`config.mk`:
```
export PLATFORM = sky130hd
export DESIGN_NAME = control_unit_flat
export DESIGN_NICKNAME = d
export VERILOG_FILES = /design/src/rtl/control_unit_pkg.sv /design/src/rtl/control_unit_if.sv /design/src/rtl/control_unit.sv /design/src/flat_wrapper.sv
export SDC_FILE = /design/constraint.sdc
export NUM_CORES = 1
export LEC_CHECK = 0
export ABC_AREA = 1
export CAP_MARGIN = 20
export CORE_MARGIN = 2
export CORE_UTILIZATION = 36
export DETAILED_ROUTE_END_ITERATION = 8
export GPL_TIMING_DRIVEN = 0
export MAX_ROUTING_LAYER = met4
export PLACE_DENSITY = 0.85
export SETUP_SLACK_MARGIN = 0.15
export SLEW_MARGIN = 20
export SYNTH_ARGS = -nofsm -noshare
export SYNTH_HDL_FRONTEND = slang
export SYNTH_SLANG_ARGS = --single-unit
```
`constraint.sdc`:
```
create_clock -name Clock -period 4.2 [get_ports Clock]
set_input_delay 0.63 -clock Clock [delete_from_list [all_inputs] [get_ports Clock]]
set_output_delay 0.63 -clock Clock [all_outputs]
set_load 0.01 [all_outputs]
```
`src/rtl/control_unit_pkg.sv`:
```
// Shared CPU definitions: FSM state encoding, opcode constants,
// the control-word layout and the opcode classification helper.
package control_unit_pkg;

    // Control-sequencer states; each non-terminal state lasts one clock
    typedef enum logic [3:0] {
        S_RESET  = 4'd0,
        S_FETCH0 = 4'd1,
        S_FETCH1 = 4'd2,
        S_FETCH2 = 4'd3,
        S_T3     = 4'd4,
        S_T4     = 4'd5,
        S_T5     = 4'd6,
        S_T6     = 4'd7,
        S_T7     = 4'd8,
        S_HALTED = 4'd9
    } state_t;

    // Raw 5-bit opcode values as they appear in the instruction word
    localparam logic [4:0] OPC_LD   = 5'b00000;
    localparam logic [4:0] OPC_ST   = 5'b00010;
    localparam logic [4:0] OPC_ADD  = 5'b00011;
    localparam logic [4:0] OPC_SUB  = 5'b00100;
    localparam logic [4:0] OPC_ADDI = 5'b01100;
    localparam logic [4:0] OPC_BR   = 5'b10010;
    localparam logic [4:0] OPC_JR   = 5'b10011;
    localparam logic [4:0] OPC_NOP  = 5'b11010;
    localparam logic [4:0] OPC_HALT = 5'b11011;

    // Instruction classes the sequencer distinguishes; unknown codes are nop
    typedef enum logic [3:0] {
        OP_LD,
        OP_ST,
        OP_ADD,
        OP_SUB,
        OP_ADDI,
        OP_BR,
        OP_JR,
        OP_NOP,
        OP_HALT
    } op_t;

    // One bit per datapath control line, grouped by function
    typedef struct packed {
        logic pc_out;
        logic zlow_out;
        logic zhigh_out;
        logic mdr_out;
        logic c_out;
        logic ba_out;
        logic mar_in;
        logic z_in;
        logic pc_in;
        logic mdr_in;
        logic ir_in;
        logic y_in;
        logic con_in;
        logic r_in;
        logic gra;
        logic grb;
        logic grc;
        logic r_out;
        logic inc_pc;
        logic read;
        logic write;
        logic add;
        logic sub;
    } ctrl_t;

    // Maps a raw opcode onto its instruction class, folding unknowns into nop
    function automatic op_t decode_op(input logic [4:0] opc);
        op_t op;
        case (opc)
            OPC_LD:   op = OP_LD;
            OPC_ST:   op = OP_ST;
            OPC_ADD:  op = OP_ADD;
            OPC_SUB:  op = OP_SUB;
            OPC_ADDI: op = OP_ADDI;
            OPC_BR:   op = OP_BR;
            OPC_JR:   op = OP_JR;
            OPC_HALT: op = OP_HALT;
            default:  op = OP_NOP;
        endcase
        return op;
    endfunction

endpackage

```
`src/rtl/control_unit_if.sv`:
```
// Bundle of instruction/status inputs and datapath control outputs
// between the control unit (master) and the datapath (slave).
interface control_unit_if;

    logic [31:0] IR;
    logic        CON_FF;
    logic        Stop;

    logic PCout, Zlowout, Zhighout, MDRout, Cout, BAout;
    logic MARin, Zin, PCin, MDRin, IRin, Yin, CONin, Rin;
    logic Gra, Grb, Grc, Rout;
    logic IncPC, Read, Write, ADD, SUB;
    logic Run;

    modport master (
        input  IR, CON_FF, Stop,
        output PCout, Zlowout, Zhighout, MDRout, Cout, BAout,
        output MARin, Zin, PCin, MDRin, IRin, Yin, CONin, Rin,
        output Gra, Grb, Grc, Rout,
        output IncPC, Read, Write, ADD, SUB,
        output Run
    );

    modport slave (
        output IR, CON_FF, Stop,
        input  PCout, Zlowout, Zhighout, MDRout, Cout, BAout,
        input  MARin, Zin, PCin, MDRin, IRin, Yin, CONin, Rin,
        input  Gra, Grb, Grc, Rout,
        input  IncPC, Read, Write, ADD, SUB,
        input  Run
    );

endinterface

```
`src/rtl/control_unit.sv`:
```
// Hardwired control sequencer: fetch, then T3..T7 per instruction class,
// with combinational control outputs decoded from state, opcode and CON_FF.
module control_unit
    import control_unit_pkg::*;
#(
    parameter int OPC_HI = 31
) (
    input  logic          Clock,
    input  logic          Reset,
    control_unit_if.master bus
);

    state_t state;
    state_t next_state;
    op_t    op;
    ctrl_t  ctrl;

    assign op = decode_op(bus.IR[OPC_HI -: 5]);

    // State register; Reset forces RESET at once, even mid-instruction
    always_ff @(posedge Clock or posedge Reset) begin
        if (Reset)
            state <= S_RESET;
        else
            state <= next_state;
    end

    // Next-state and control-word decode; every line defaults to inactive
    always_comb begin
        ctrl       = '0;
        next_state = state;
        case (state)
            S_RESET: begin
                next_state = S_FETCH0;
            end
            S_FETCH0: begin
                ctrl.pc_out = 1'b1;
                ctrl.mar_in = 1'b1;
                ctrl.inc_pc = 1'b1;
                ctrl.z_in   = 1'b1;
                next_state  = bus.Stop ? S_HALTED : S_FETCH1;
            end
            S_FETCH1: begin
                ctrl.zlow_out = 1'b1;
                ctrl.pc_in    = 1'b1;
                ctrl.read     = 1'b1;
                ctrl.mdr_in   = 1'b1;
                next_state    = S_FETCH2;
            end
            S_FETCH2: begin
                ctrl.mdr_out = 1'b1;
                ctrl.ir_in   = 1'b1;
                next_state   = S_T3;
            end
            S_T3: begin
                case (op)
                    OP_ADD, OP_SUB, OP_ADDI: begin
                        ctrl.grb   = 1'b1;
                        ctrl.r_out = 1'b1;
                        ctrl.y_in  = 1'b1;
                        next_state = S_T4;
                    end
                    OP_LD, OP_ST: begin
                        ctrl.grb    = 1'b1;
                        ctrl.ba_out = 1'b1;
                        ctrl.y_in   = 1'b1;
                        next_state  = S_T4;
                    end
                    OP_BR: begin
                        ctrl.gra    = 1'b1;
                        ctrl.r_out  = 1'b1;
                        ctrl.con_in = 1'b1;
                        next_state  = S_T4;
                    end
                    OP_JR: begin
                        ctrl.gra   = 1'b1;
                        ctrl.r_out = 1'b1;
                        ctrl.pc_in = 1'b1;
                        next_state = S_FETCH0;
                    end
                    OP_HALT: begin
                        next_state = S_HALTED;
                    end
                    default: begin
                        next_state = S_FETCH0;
                    end
                endcase
            end
            S_T4: begin
                next_state = S_T5;
                case (op)
                    OP_ADD, OP_SUB: begin
                        ctrl.grc   = 1'b1;
                        ctrl.r_out = 1'b1;
                        ctrl.z_in  = 1'b1;
                        ctrl.add   = (op == OP_ADD);
                        ctrl.sub   = (op == OP_SUB);
                    end
                    OP_ADDI, OP_LD, OP_ST: begin
                        ctrl.c_out = 1'b1;
                        ctrl.add   = 1'b1;
                        ctrl.z_in  = 1'b1;
                    end
                    OP_BR: begin
                        ctrl.pc_out = 1'b1;
                        ctrl.y_in   = 1'b1;
                    end
                    default: begin
                        next_state = S_FETCH0;
                    end
                endcase
            end
            S_T5: begin
                case (op)
                    OP_ADD, OP_SUB, OP_ADDI: begin
                        ctrl.zlow_out = 1'b1;
                        ctrl.gra      = 1'b1;
                        ctrl.r_in     = 1'b1;
                        next_state    = S_FETCH0;
                    end
                    OP_LD, OP_ST: begin
                        ctrl.zlow_out = 1'b1;
                        ctrl.mar_in   = 1'b1;
                        next_state    = S_T6;
                    end
                    OP_BR: begin
                        ctrl.c_out = 1'b1;
                        ctrl.add   = 1'b1;
                        ctrl.z_in  = 1'b1;
                        next_state = S_T6;
                    end
                    default: begin
                        next_state = S_FETCH0;
                    end
                endcase
            end
            S_T6: begin
                case (op)
                    OP_LD: begin
                        ctrl.read   = 1'b1;
                        ctrl.mdr_in = 1'b1;
                        next_state  = S_T7;
                    end
                    OP_ST: begin
                        ctrl.gra    = 1'b1;
                        ctrl.r_out  = 1'b1;
                        ctrl.mdr_in = 1'b1;
                        next_state  = S_T7;
                    end
                    OP_BR: begin
                        ctrl.zlow_out = 1'b1;
                        ctrl.pc_in    = bus.CON_FF;
                        next_state    = S_FETCH0;
                    end
                    default: begin
                        next_state = S_FETCH0;
                    end
                endcase
            end
            S_T7: begin
                next_state = S_FETCH0;
                case (op)
                    OP_LD: begin
                        ctrl.mdr_out = 1'b1;
                        ctrl.gra     = 1'b1;
                        ctrl.r_in    = 1'b1;
                    end
                    OP_ST: begin
                        ctrl.write = 1'b1;
                    end
                    default: begin
                    end
                endcase
            end
            S_HALTED: begin
                next_state = S_HALTED;
            end
            default: begin
                next_state = S_RESET;
            end
        endcase
    end

    assign bus.PCout    = ctrl.pc_out;
    assign bus.Zlowout  = ctrl.zlow_out;
    assign bus.Zhighout = ctrl.zhigh_out;
    assign bus.MDRout   = ctrl.mdr_out;
    assign bus.Cout     = ctrl.c_out;
    assign bus.BAout    = ctrl.ba_out;
    assign bus.MARin    = ctrl.mar_in;
    assign bus.Zin      = ctrl.z_in;
    assign bus.PCin     = ctrl.pc_in;
    assign bus.MDRin    = ctrl.mdr_in;
    assign bus.IRin     = ctrl.ir_in;
    assign bus.Yin      = ctrl.y_in;
    assign bus.CONin    = ctrl.con_in;
    assign bus.Rin      = ctrl.r_in;
    assign bus.Gra      = ctrl.gra;
    assign bus.Grb      = ctrl.grb;
    assign bus.Grc      = ctrl.grc;
    assign bus.Rout     = ctrl.r_out;
    assign bus.IncPC    = ctrl.inc_pc;
    assign bus.Read     = ctrl.read;
    assign bus.Write    = ctrl.write;
    assign bus.ADD      = ctrl.add;
    assign bus.SUB      = ctrl.sub;

    assign bus.Run = (state != S_RESET) && (state != S_HALTED);

endmodule

```
`src/flat_wrapper.sv`:
```
// flat-port wrapper written by rule: the top's interface ports become plain ports
module control_unit_flat import control_unit_pkg::*;
#(
    parameter int OPC_HI = 31
)
  (Clock, Reset, bus_IR, bus_CON_FF, bus_Stop, bus_PCout, bus_Zlowout, bus_Zhighout, bus_MDRout, bus_Cout, bus_BAout, bus_MARin, bus_Zin, bus_PCin, bus_MDRin, bus_IRin, bus_Yin, bus_CONin, bus_Rin, bus_Gra, bus_Grb, bus_Grc, bus_Rout, bus_IncPC, bus_Read, bus_Write, bus_ADD, bus_SUB, bus_Run);
  control_unit_if bus_i ();
  input  logic Clock;
  input  logic Reset;
  input wire logic [$bits(bus_i.IR)-1:0] bus_IR;
  input wire logic [$bits(bus_i.CON_FF)-1:0] bus_CON_FF;
  input wire logic [$bits(bus_i.Stop)-1:0] bus_Stop;
  output wire logic [$bits(bus_i.PCout)-1:0] bus_PCout;
  output wire logic [$bits(bus_i.Zlowout)-1:0] bus_Zlowout;
  output wire logic [$bits(bus_i.Zhighout)-1:0] bus_Zhighout;
  output wire logic [$bits(bus_i.MDRout)-1:0] bus_MDRout;
  output wire logic [$bits(bus_i.Cout)-1:0] bus_Cout;
  output wire logic [$bits(bus_i.BAout)-1:0] bus_BAout;
  output wire logic [$bits(bus_i.MARin)-1:0] bus_MARin;
  output wire logic [$bits(bus_i.Zin)-1:0] bus_Zin;
  output wire logic [$bits(bus_i.PCin)-1:0] bus_PCin;
  output wire logic [$bits(bus_i.MDRin)-1:0] bus_MDRin;
  output wire logic [$bits(bus_i.IRin)-1:0] bus_IRin;
  output wire logic [$bits(bus_i.Yin)-1:0] bus_Yin;
  output wire logic [$bits(bus_i.CONin)-1:0] bus_CONin;
  output wire logic [$bits(bus_i.Rin)-1:0] bus_Rin;
  output wire logic [$bits(bus_i.Gra)-1:0] bus_Gra;
  output wire logic [$bits(bus_i.Grb)-1:0] bus_Grb;
  output wire logic [$bits(bus_i.Grc)-1:0] bus_Grc;
  output wire logic [$bits(bus_i.Rout)-1:0] bus_Rout;
  output wire logic [$bits(bus_i.IncPC)-1:0] bus_IncPC;
  output wire logic [$bits(bus_i.Read)-1:0] bus_Read;
  output wire logic [$bits(bus_i.Write)-1:0] bus_Write;
  output wire logic [$bits(bus_i.ADD)-1:0] bus_ADD;
  output wire logic [$bits(bus_i.SUB)-1:0] bus_SUB;
  output wire logic [$bits(bus_i.Run)-1:0] bus_Run;
  assign bus_i.IR = bus_IR;
  assign bus_i.CON_FF = bus_CON_FF;
  assign bus_i.Stop = bus_Stop;
  assign bus_PCout = bus_i.PCout;
  assign bus_Zlowout = bus_i.Zlowout;
  assign bus_Zhighout = bus_i.Zhighout;
  assign bus_MDRout = bus_i.MDRout;
  assign bus_Cout = bus_i.Cout;
  assign bus_BAout = bus_i.BAout;
  assign bus_MARin = bus_i.MARin;
  assign bus_Zin = bus_i.Zin;
  assign bus_PCin = bus_i.PCin;
  assign bus_MDRin = bus_i.MDRin;
  assign bus_IRin = bus_i.IRin;
  assign bus_Yin = bus_i.Yin;
  assign bus_CONin = bus_i.CONin;
  assign bus_Rin = bus_i.Rin;
  assign bus_Gra = bus_i.Gra;
  assign bus_Grb = bus_i.Grb;
  assign bus_Grc = bus_i.Grc;
  assign bus_Rout = bus_i.Rout;
  assign bus_IncPC = bus_i.IncPC;
  assign bus_Read = bus_i.Read;
  assign bus_Write = bus_i.Write;
  assign bus_ADD = bus_i.ADD;
  assign bus_SUB = bus_i.SUB;
  assign bus_Run = bus_i.Run;
  control_unit #(.OPC_HI(OPC_HI)) u_core (.Clock(Clock), .Reset(Reset), .bus(bus_i));
endmodule
```
After elaboration in Yosys (flattened, before gate mapping). Memories as Yosys holds them, arrays and structs flattened. Cells that the tools add are included.

Add/subtract/negate cells: 0. Multipliers: 0. Div/mod/pow operators: 0. Magnitude comparators: 0. Equality and inequality tests: 17. Shifts and indexed selects: 0. Multiplexer cells: 43. Bitwise operators: 0. Reductions and logical operators: 14.

Operators by type and width (count): $pmux 4 s9 (1); $eq 4x3->1 const B (7); $pmux 1 s2 (10); $mux 1 (19); $eq 4x2->1 const B (4); $eq 4x4->1 const B (3); $pmux 1 s3 (4); $reduce_or 5->1 (2); $reduce_or 3->1 (3); $eq 4x1->1 const B (2); $logic_not 4->1 (2); $mux 4 (2); $pmux 4 s2 (1); $reduce_or 2->1 (4); $mux 2 (3); $mux 3 (2); $reduce_or 6->1 (1); $ne 4x4->1 const B (1); $pmux 1 s4 (1); $reduce_bool 4->1 (1); $logic_and 1x1->1 (1).

Register bits after elaboration: 4. Bits in latches: 0. RAM bits: 0. Memory bits (read-only): 128. Input bits: 36. Output and inout port bits: 24. Word-level logic and storage cells: 76. Memories: 1.

Memories: (no name shown) (depth 32, bits a word 4, read ports 1, clocked after Yosys merged registers in 0, write ports 0, RTL line control_unit_pkg.sv:73) `case (opc)`.

Longest topological paths before layout. Gate-level depths: netlist of the first run. An unclocked memory read counts as a cell.

Depth after elaboration: 5. Depth in mapped cells: 13. Mapped depth without buffers: 13.

Least setup slack after synthesis of the first run. OpenSTA, ideal clock, no wires.

Path kind: input -> output. Start point: input bus_IR[27]. End point: output bus_Grb. Arrival: 1.707 ns. Required time: 3.570 ns. Setup slack: 1.863 ns. Stages on the path: 11. Buffers on the path: 0. Path through: inv_1 ha_1 inv_1 nand2_1 nand3_1 nand2_2 nor2_4 nand2_2 nand2_2 inv_2 nor2_1.

Word-level cells in the longest chain between the ends: 5. Elaborated cells between the ends (all ways): 9. Classes of those cells: eq/ne (4); mux (2); reduce/logical (2); memory (1).

Ends and longest elaborated chain: start: declaration (RTL line flat_wrapper.sv:10) `input wire logic [$bits(bus_i.IR)-1:0] bus_IR;`; $mem_v2 32x4 (*); $eq 4x3->1, or another cell as far along (RTL line control_unit.sv:56) `case (op)`; $reduce_or 5->1 (no source line) (*); $mux 1 (*) (RTL line control_unit.sv:56); $mux 1 (*) (RTL line control_unit.sv:32) `case (state)`; end: declaration (RTL line flat_wrapper.sv:28) `output wire logic [$bits(bus_i.Grb)-1:0] bus_Grb;`.

Every way passes the cells marked *; elsewhere a longest branch is shown, timed or not.

Worst setup path after layout of the first run.
Start point: input bus_IR[27]. End point: output bus_Zin.

Word-level cells in the longest chain between the ends: 5. Elaborated cells between the ends (all ways): 11. Classes of those cells: eq/ne (5); mux (3); reduce/logical (2); memory (1).

Ends and longest elaborated chain: $mem_v2 32x4 (*); $eq 4x3->1, or another cell as far along (RTL line control_unit.sv:91) `case (op)`; $reduce_or 5->1 (no source line); $mux 1 (RTL line control_unit.sv:91); $pmux 1 s3 (*) (RTL line control_unit.sv:32); end: declaration (RTL line flat_wrapper.sv:20) `output wire logic [$bits(bus_i.Zin)-1:0] bus_Zin;`.

Marked as above.

==> reports/results.ini, run 1 <==
[pwr]
p_per_area_nw_per_um2 = 390
p_total_mw = 0.451
power.leakage_nw = 0.606
peakVddDrop_uv = 282

[timing]
setup_ws_ns = 0.661
rsz0062_at_grt = no
finalCritPeriodShare_pct = 84.3
hold_violations = 0
min_period_ns = 3.54
fin_setup_tns_ns = 0
max_slew.worst_pin.slew_ns = 0.686
relSlewSlack_pct = 53.9
skew_ns = 0.00693
whs_ns = 0.576
clock.fmax_mhz = 283
finalMaxSlewViolations = 0
setup_violations = 0

[clocking]
h-tree-depth = 1
cts-root-buf = clkbuf_4
clk_pin_slew_ns = 0.04
post_cts_resized = 0
post_cts_buffers = 0
worstSkewPairLatency_ns = 0.24
numCtsBuffers = 3
tritoncts = built
postCtsHoldBufs = 0
clk_path_buf_depth = 2
clock-sinks = 4

[cells_and_area]
top_register = u_core.state
fin_nets = 217
antennaDiodeCount = 0
mostFrequentLayoutCells = nand2_1, clkdlybuf4s50_1, inv_1
fillers = 210
drive_gt1_share_pct = 14.2
areaGrowthSynthToFinish_pct = 46.5
reg_top3 = u_core.state x4
largest_reg_flops = 4
final_common_cell = nand2_1

[yosys]
ys_seq_area_share_pct = 12.7
syn_nets = 181
syn_avg_cell_area_um2 = 5.55
netlist_area_um2 = 788
ys_warn_count = 0
netlist.area_leader.share_pct = 17.6
ys_types = 25
synth_area_leaders = nand2_1, dfrtp_1, inv_1, nand3_1, nand3_2
yosysTopAreaCell = nand2_1
synth_cells = 142
ys_ff_latch = 4

[worst_setup_path]
reg2reg_from = u_core.state[3]
startpoint = bus_IR[27]
crit_arrival_ns = 2.91
critPathCapture = bus_Zin
crit_fanout = 5
worstSetupStartpointType = input port
reg2reg_depth = 5
r2r-end = u_core.state[1]
worstSetupEndpointType = output port
required_ns = 3.57
rrSetupSlack_ns = 2.69
crit_type = in2out

[run_status]
outcome = finished, final reports clean

[floorplanning]
core_um2 = 2020
die_area_um2 = 2580
die_h_um = 50.8
rows = 16
pin_count = 60
initial_core_util_pct = 39.0
die_x_um = 50.8

[drt]
final_antenna_net_count = 0
vias_per_cell = 5.08
vias = 1031
drc = 0
wl_mm = 2.35
drt-initial-drc-count = 53
dr.pass1.iters = 5
post_drt_wl_per_cell_um = 11.6

[grt]
grt_pass1_wl_mm = 4.08
overflow = 0
grt.total_usage_pct = 20.6
antenna_found_initial = 0
grt_max_degree = 9
grt_pass1_vias = 973

[place]
dp_slack_ns = 0.701
numPortBuffers = 31
gp_congestion = 0.940
hpwl_mm = 1.89

[hold_path]
hp-class = in2async

[job]
cap_viol_max_count = 0

## critical path, stage by stage
cell             delay, ns
clkdlybuf4s50_1       0.50
inv_1                 0.08
ha_1                  0.29
inv_1                 0.05
nand2_1               0.07
nand3_1               0.09
nand2_2               0.11
nor2_4                0.16
nand2_2               0.10
nand2_2               0.10
nand2_1               0.07
nand3_1               0.10
clkdlybuf4s50_1       0.54
## metal layers
metal | GRT usage (%) | routed length, um | vias up
met5 | - | 0 | -
met4 | 6.31 | 23 | 0
met3 | 2.08 | 129 | 4
met2 | 35.1 | 1130 | 47
met1 | 25.6 | 1070 | 462
li1 | - | - | 518
## worst min-delay path by stage
stage | from | endpoint | slack, ns | depth (start not counted)
finish | Reset | u_core.state[3] | 0.58 | 2
global route | Reset | u_core.state[3] | 0.59 | 2
CTS | Reset | u_core.state[3] | 0.58 | 2
detailed placement | u_core.state[3] | u_core.state[0] | 0.67 | 4
global placement | u_core.state[3] | u_core.state[0] | 0.66 | 4
floorplan | Reset | u_core.state[0] | 0.40 | 1
## cell type report
type,instances,area [um2],area share [%]
Inverter,28,105,9.10
Clock buffer,3,22.5,1.95
Sequential cell,4,100,8.67
Tap cell,27,33.8,2.93
Buffer,1,7.51,0.650
Multi-Input combinational cell,109,576,49.8
Timing Repair Buffer,31,310,26.9
## power by group
group	leakage (nW)	internal [mW]	switching, mW	total (mW)
clock network	0.0138	0.0319	0.0153	0.0473
registers	0.0506	0.0555	0.0168	0.0723
logic	0.541	0.152	0.179	0.331
total	0.606	0.240	0.211	0.451
## metrics by stage
stage / area, um2 / cells / util [%]
2_1_floorplan: 788 / 142 / -
3_3_place_gp: 1130 / 200 / 56.0
3_5_place_dp: 1130 / 200 / 56.0
4_1_cts: 1150 / 203 / 57.1
5_1_grt: 1150 / 203 / 57.1
6_report: 1150 / 203 / 57.1
## cell usage after synthesis
cell type   n
nor2_2      3
conb_1      1
ha_1        3
o21ai_1     1
nor3_1      6
nand4_1     1
a31oi_1     1
o21ai_2     1
o21ai_0     8
nand4_2     1
nor2_1     12
nand2_2     5
o211ai_1    1
nand3_1    13
nand2_4     1
nand2_1    37
buf_4       1
dfrtp_1     4
nand3b_1    2
inv_1      24
nor2_4      1
a21oi_1     5
and3_1      1
nand3_2     5
inv_2       4
## kinds of logic (layout without fill, tap and decap cells)
logic type	Yosys count	in the layout	share of synthesized area [%]
buffers and inverters	29	63	14.3
flip-flops	4	4	12.7
other	1	1	0.476
adder cells (fa/ha/maj)	3	3	4.76
AO/OA/AOI/OAI	17	17	11.7
AND/OR/NAND/NOR	88	88	56.0
Power figures use the tool's default switching activity.
==> inputs of run 2 (changes only) <==
--- a/config.mk
+++ b/config.mk
@@ -8,11 +8,11 @@
 export ABC_AREA = 1
 export CAP_MARGIN = 20
 export CORE_MARGIN = 2
-export CORE_UTILIZATION = 36
+export CORE_UTILIZATION = 34
 export DETAILED_ROUTE_END_ITERATION = 8
 export GPL_TIMING_DRIVEN = 0
 export MAX_ROUTING_LAYER = met4
-export PLACE_DENSITY = 0.85
+export PLACE_DENSITY = 0.81
 export SETUP_SLACK_MARGIN = 0.15
 export SLEW_MARGIN = 20
 export SYNTH_ARGS = -nofsm -noshare
==> constraint.sdc (replaced) <==
create_clock -name Clock -period 3.6 [get_ports Clock]
set_input_delay 0.54 -clock Clock [delete_from_list [all_inputs] [get_ports Clock]]
set_output_delay 0.54 -clock Clock [all_outputs]
set_load 0.01 [all_outputs]
==> run 2 against run 1 <==
  * Highest routed layer is now met3
  * Sequential cell count is the same
  * Critical path depth unchanged
  * First-iteration DRC count shrank 72%
  * Largest power group unchanged
  * Setup slack worse by 0.37 ns
  * Die area grew 5.4%
==> reports/results.ini, run 2 (same netlist as run 1, synthesis figures left out) <==
[grt]
grt_pass1_vias = 924
grt_max_degree = 9
antenna_found_initial = 0
grt_pass1_wl_mm = 3.81
overflow = 0
grt.total_usage_pct = 18.4

[clocking]
postCtsHoldBufs = 0
numCtsBuffers = 3
h-tree-depth = 1
clk_pin_slew_ns = 0.04
clk_path_buf_depth = 2
clock-sinks = 4
tritoncts = built
worstSkewPairLatency_ns = 0.24
cts-root-buf = clkbuf_4

[drt]
vias = 1019
drc = 0
wl_mm = 2.30
drt-initial-drc-count = 15
final_antenna_net_count = 0
vias_per_cell = 4.97
post_drt_wl_per_cell_um = 11.2
dr.pass1.iters = 4

[pwr]
clkPwrFrac_pct = 10.8
p_sw_mw = 0.251
seqPwrFrac_pct = 16.3
p_per_area_nw_per_um2 = 454
switching_share_pct = 47.2
power.leakage_nw = 0.648
p_comb_share_pct = 72.9
p_int_mw = 0.280
peakVddDrop_uv = 381

[place]
hpwl_mm = 1.91
dp_cells = 201
gp_congestion = 0.884
dp_slack_ns = 0.277
numPortBuffers = 31

[worst_setup_path]
required_ns = 3.06
path_cells = clkdlybuf4s50_1, inv_1, ha_1, inv_1, nand2_1, nand3_1, nand2_2, nor2_4, nand2_2, nand2_2, nand2_1, nand3_1, clkdlybuf4s50_1
worstSetupEndpointType = output port
crit_arrival_ns = 2.77
crit_type = in2out
crit_buf_inv = 4
worstSetupStartpointType = input port
cp_slowest_cell = clkdlybuf4s50_1
max_stage_delay_ns = 0.54
cpMostUsedCell = nand2_2
crit_fanout = 4
cpLargestDelayFamily = buffers and inverters

[cells_and_area]
reg_top3 = u_core.state x4
top_register = u_core.state
areaGrowthSynthToFinish_pct = 48.3
mostFrequentLayoutCells = nand2_1, clkdlybuf4s50_1, inv_1
antennaDiodeCount = 0
fillers = 232
fin_nets = 218
final_common_cell = nand2_1
stdcell_count = 205
drive_gt1_share_pct = 14.7
largest_reg_flops = 4
postLayoutCoreUtil_pct = 52.8

[floorplanning]
pin_count = 60
rows = 17
core_um2 = 2210
initial_core_util_pct = 35.6
die_h_um = 52.2
die_area_um2 = 2720
die_x_um = 52.2

[timing]
whs_ns = 0.483
finalMaxSlewViolations = 0
clock.fmax_mhz = 302
fin_setup_tns_ns = 0
relSlewSlack_pct = 58.5
finalCritPeriodShare_pct = 91.9
hold_violations = 0
setup_ws_ns = 0.292
min_period_ns = 3.31
rsz0062_at_grt = no
setup_violations = 0
skew_ns = 0.00369
max_slew.worst_pin.slew_ns = 0.617

[job]
cap_viol_max_count = 0

[run_status]
outcome = finished, final reports clean

[hold_path]
hp-class = in2async

==> run 2: path summary, 6_finish.rpt <==
check,from,to,slack (ns),depth (start not counted)
hold / removal,Reset,u_core.state[3],0.48,2
min in group Clock,u_core.state[2],u_core.state[3],0.73,3
setup reg to reg,u_core.state[2],u_core.state[1],2.11,8
setup / recovery,bus_IR[27],bus_Zin,0.29,13
hold reg to reg,u_core.state[2],u_core.state[3],0.73,3
max in group asynchronous,Reset,u_core.state[2],2.96,2
==> run 2: area by class of cell <==
type	instances	area [um2]	area share, %
Clock buffer	3	22.5	1.93
Timing Repair Buffer	32	323	27.6
Multi-Input combinational cell	109	576	49.3
Buffer	1	7.51	0.642
Inverter	28	105	8.99
Tap cell	28	35.0	3.00
Sequential cell	4	100	8.57
==> run 2: worst reg2reg max path, stage by stage (launching register included) <==
cell,delay [ns]
dfrtp_1,0.41
nor2_1,0.19
inv_1,0.08
nor2_1,0.23
inv_1,0.12
o21ai_0,0.17
inv_1,0.05
nand2_1,0.05
nand3b_1,0.10
==> run 2: layer usage <==
metal  global-route usage [%]  up-vias  routed length [um]
met2                     28.9       42                1070
met5                        -        -                   0
met4                     1.71        0                   0
met3                     3.74        0                 144
li1                         -      525                   -
met1                     25.4      452                1090
==> run 2: through the flow <==
stage               total power, mW  instance area, um2
floorplan                     0.290                 788
global placement              0.459                1130
detailed placement            0.470                1130
CTS                           0.530                1160
global route                  0.574                1170
finish                        0.531                1170
==> run 2: power by group through the flow <==
stage	Combinational [mW]	Sequential [mW]	Clock, mW
after floorplan	0.210	0.0802	0
final	0.387	0.0865	0.0573
after global placement	0.375	0.0838	0
after global routing	0.425	0.0885	0.0602
after detailed placement	0.383	0.0866	0
after CTS	0.386	0.0858	0.0584
==> run 2: what timing repair did <==
action	CTS	global route
setup buffers	0	1
setup endpoints to repair	0	7
resized for setup	0	2
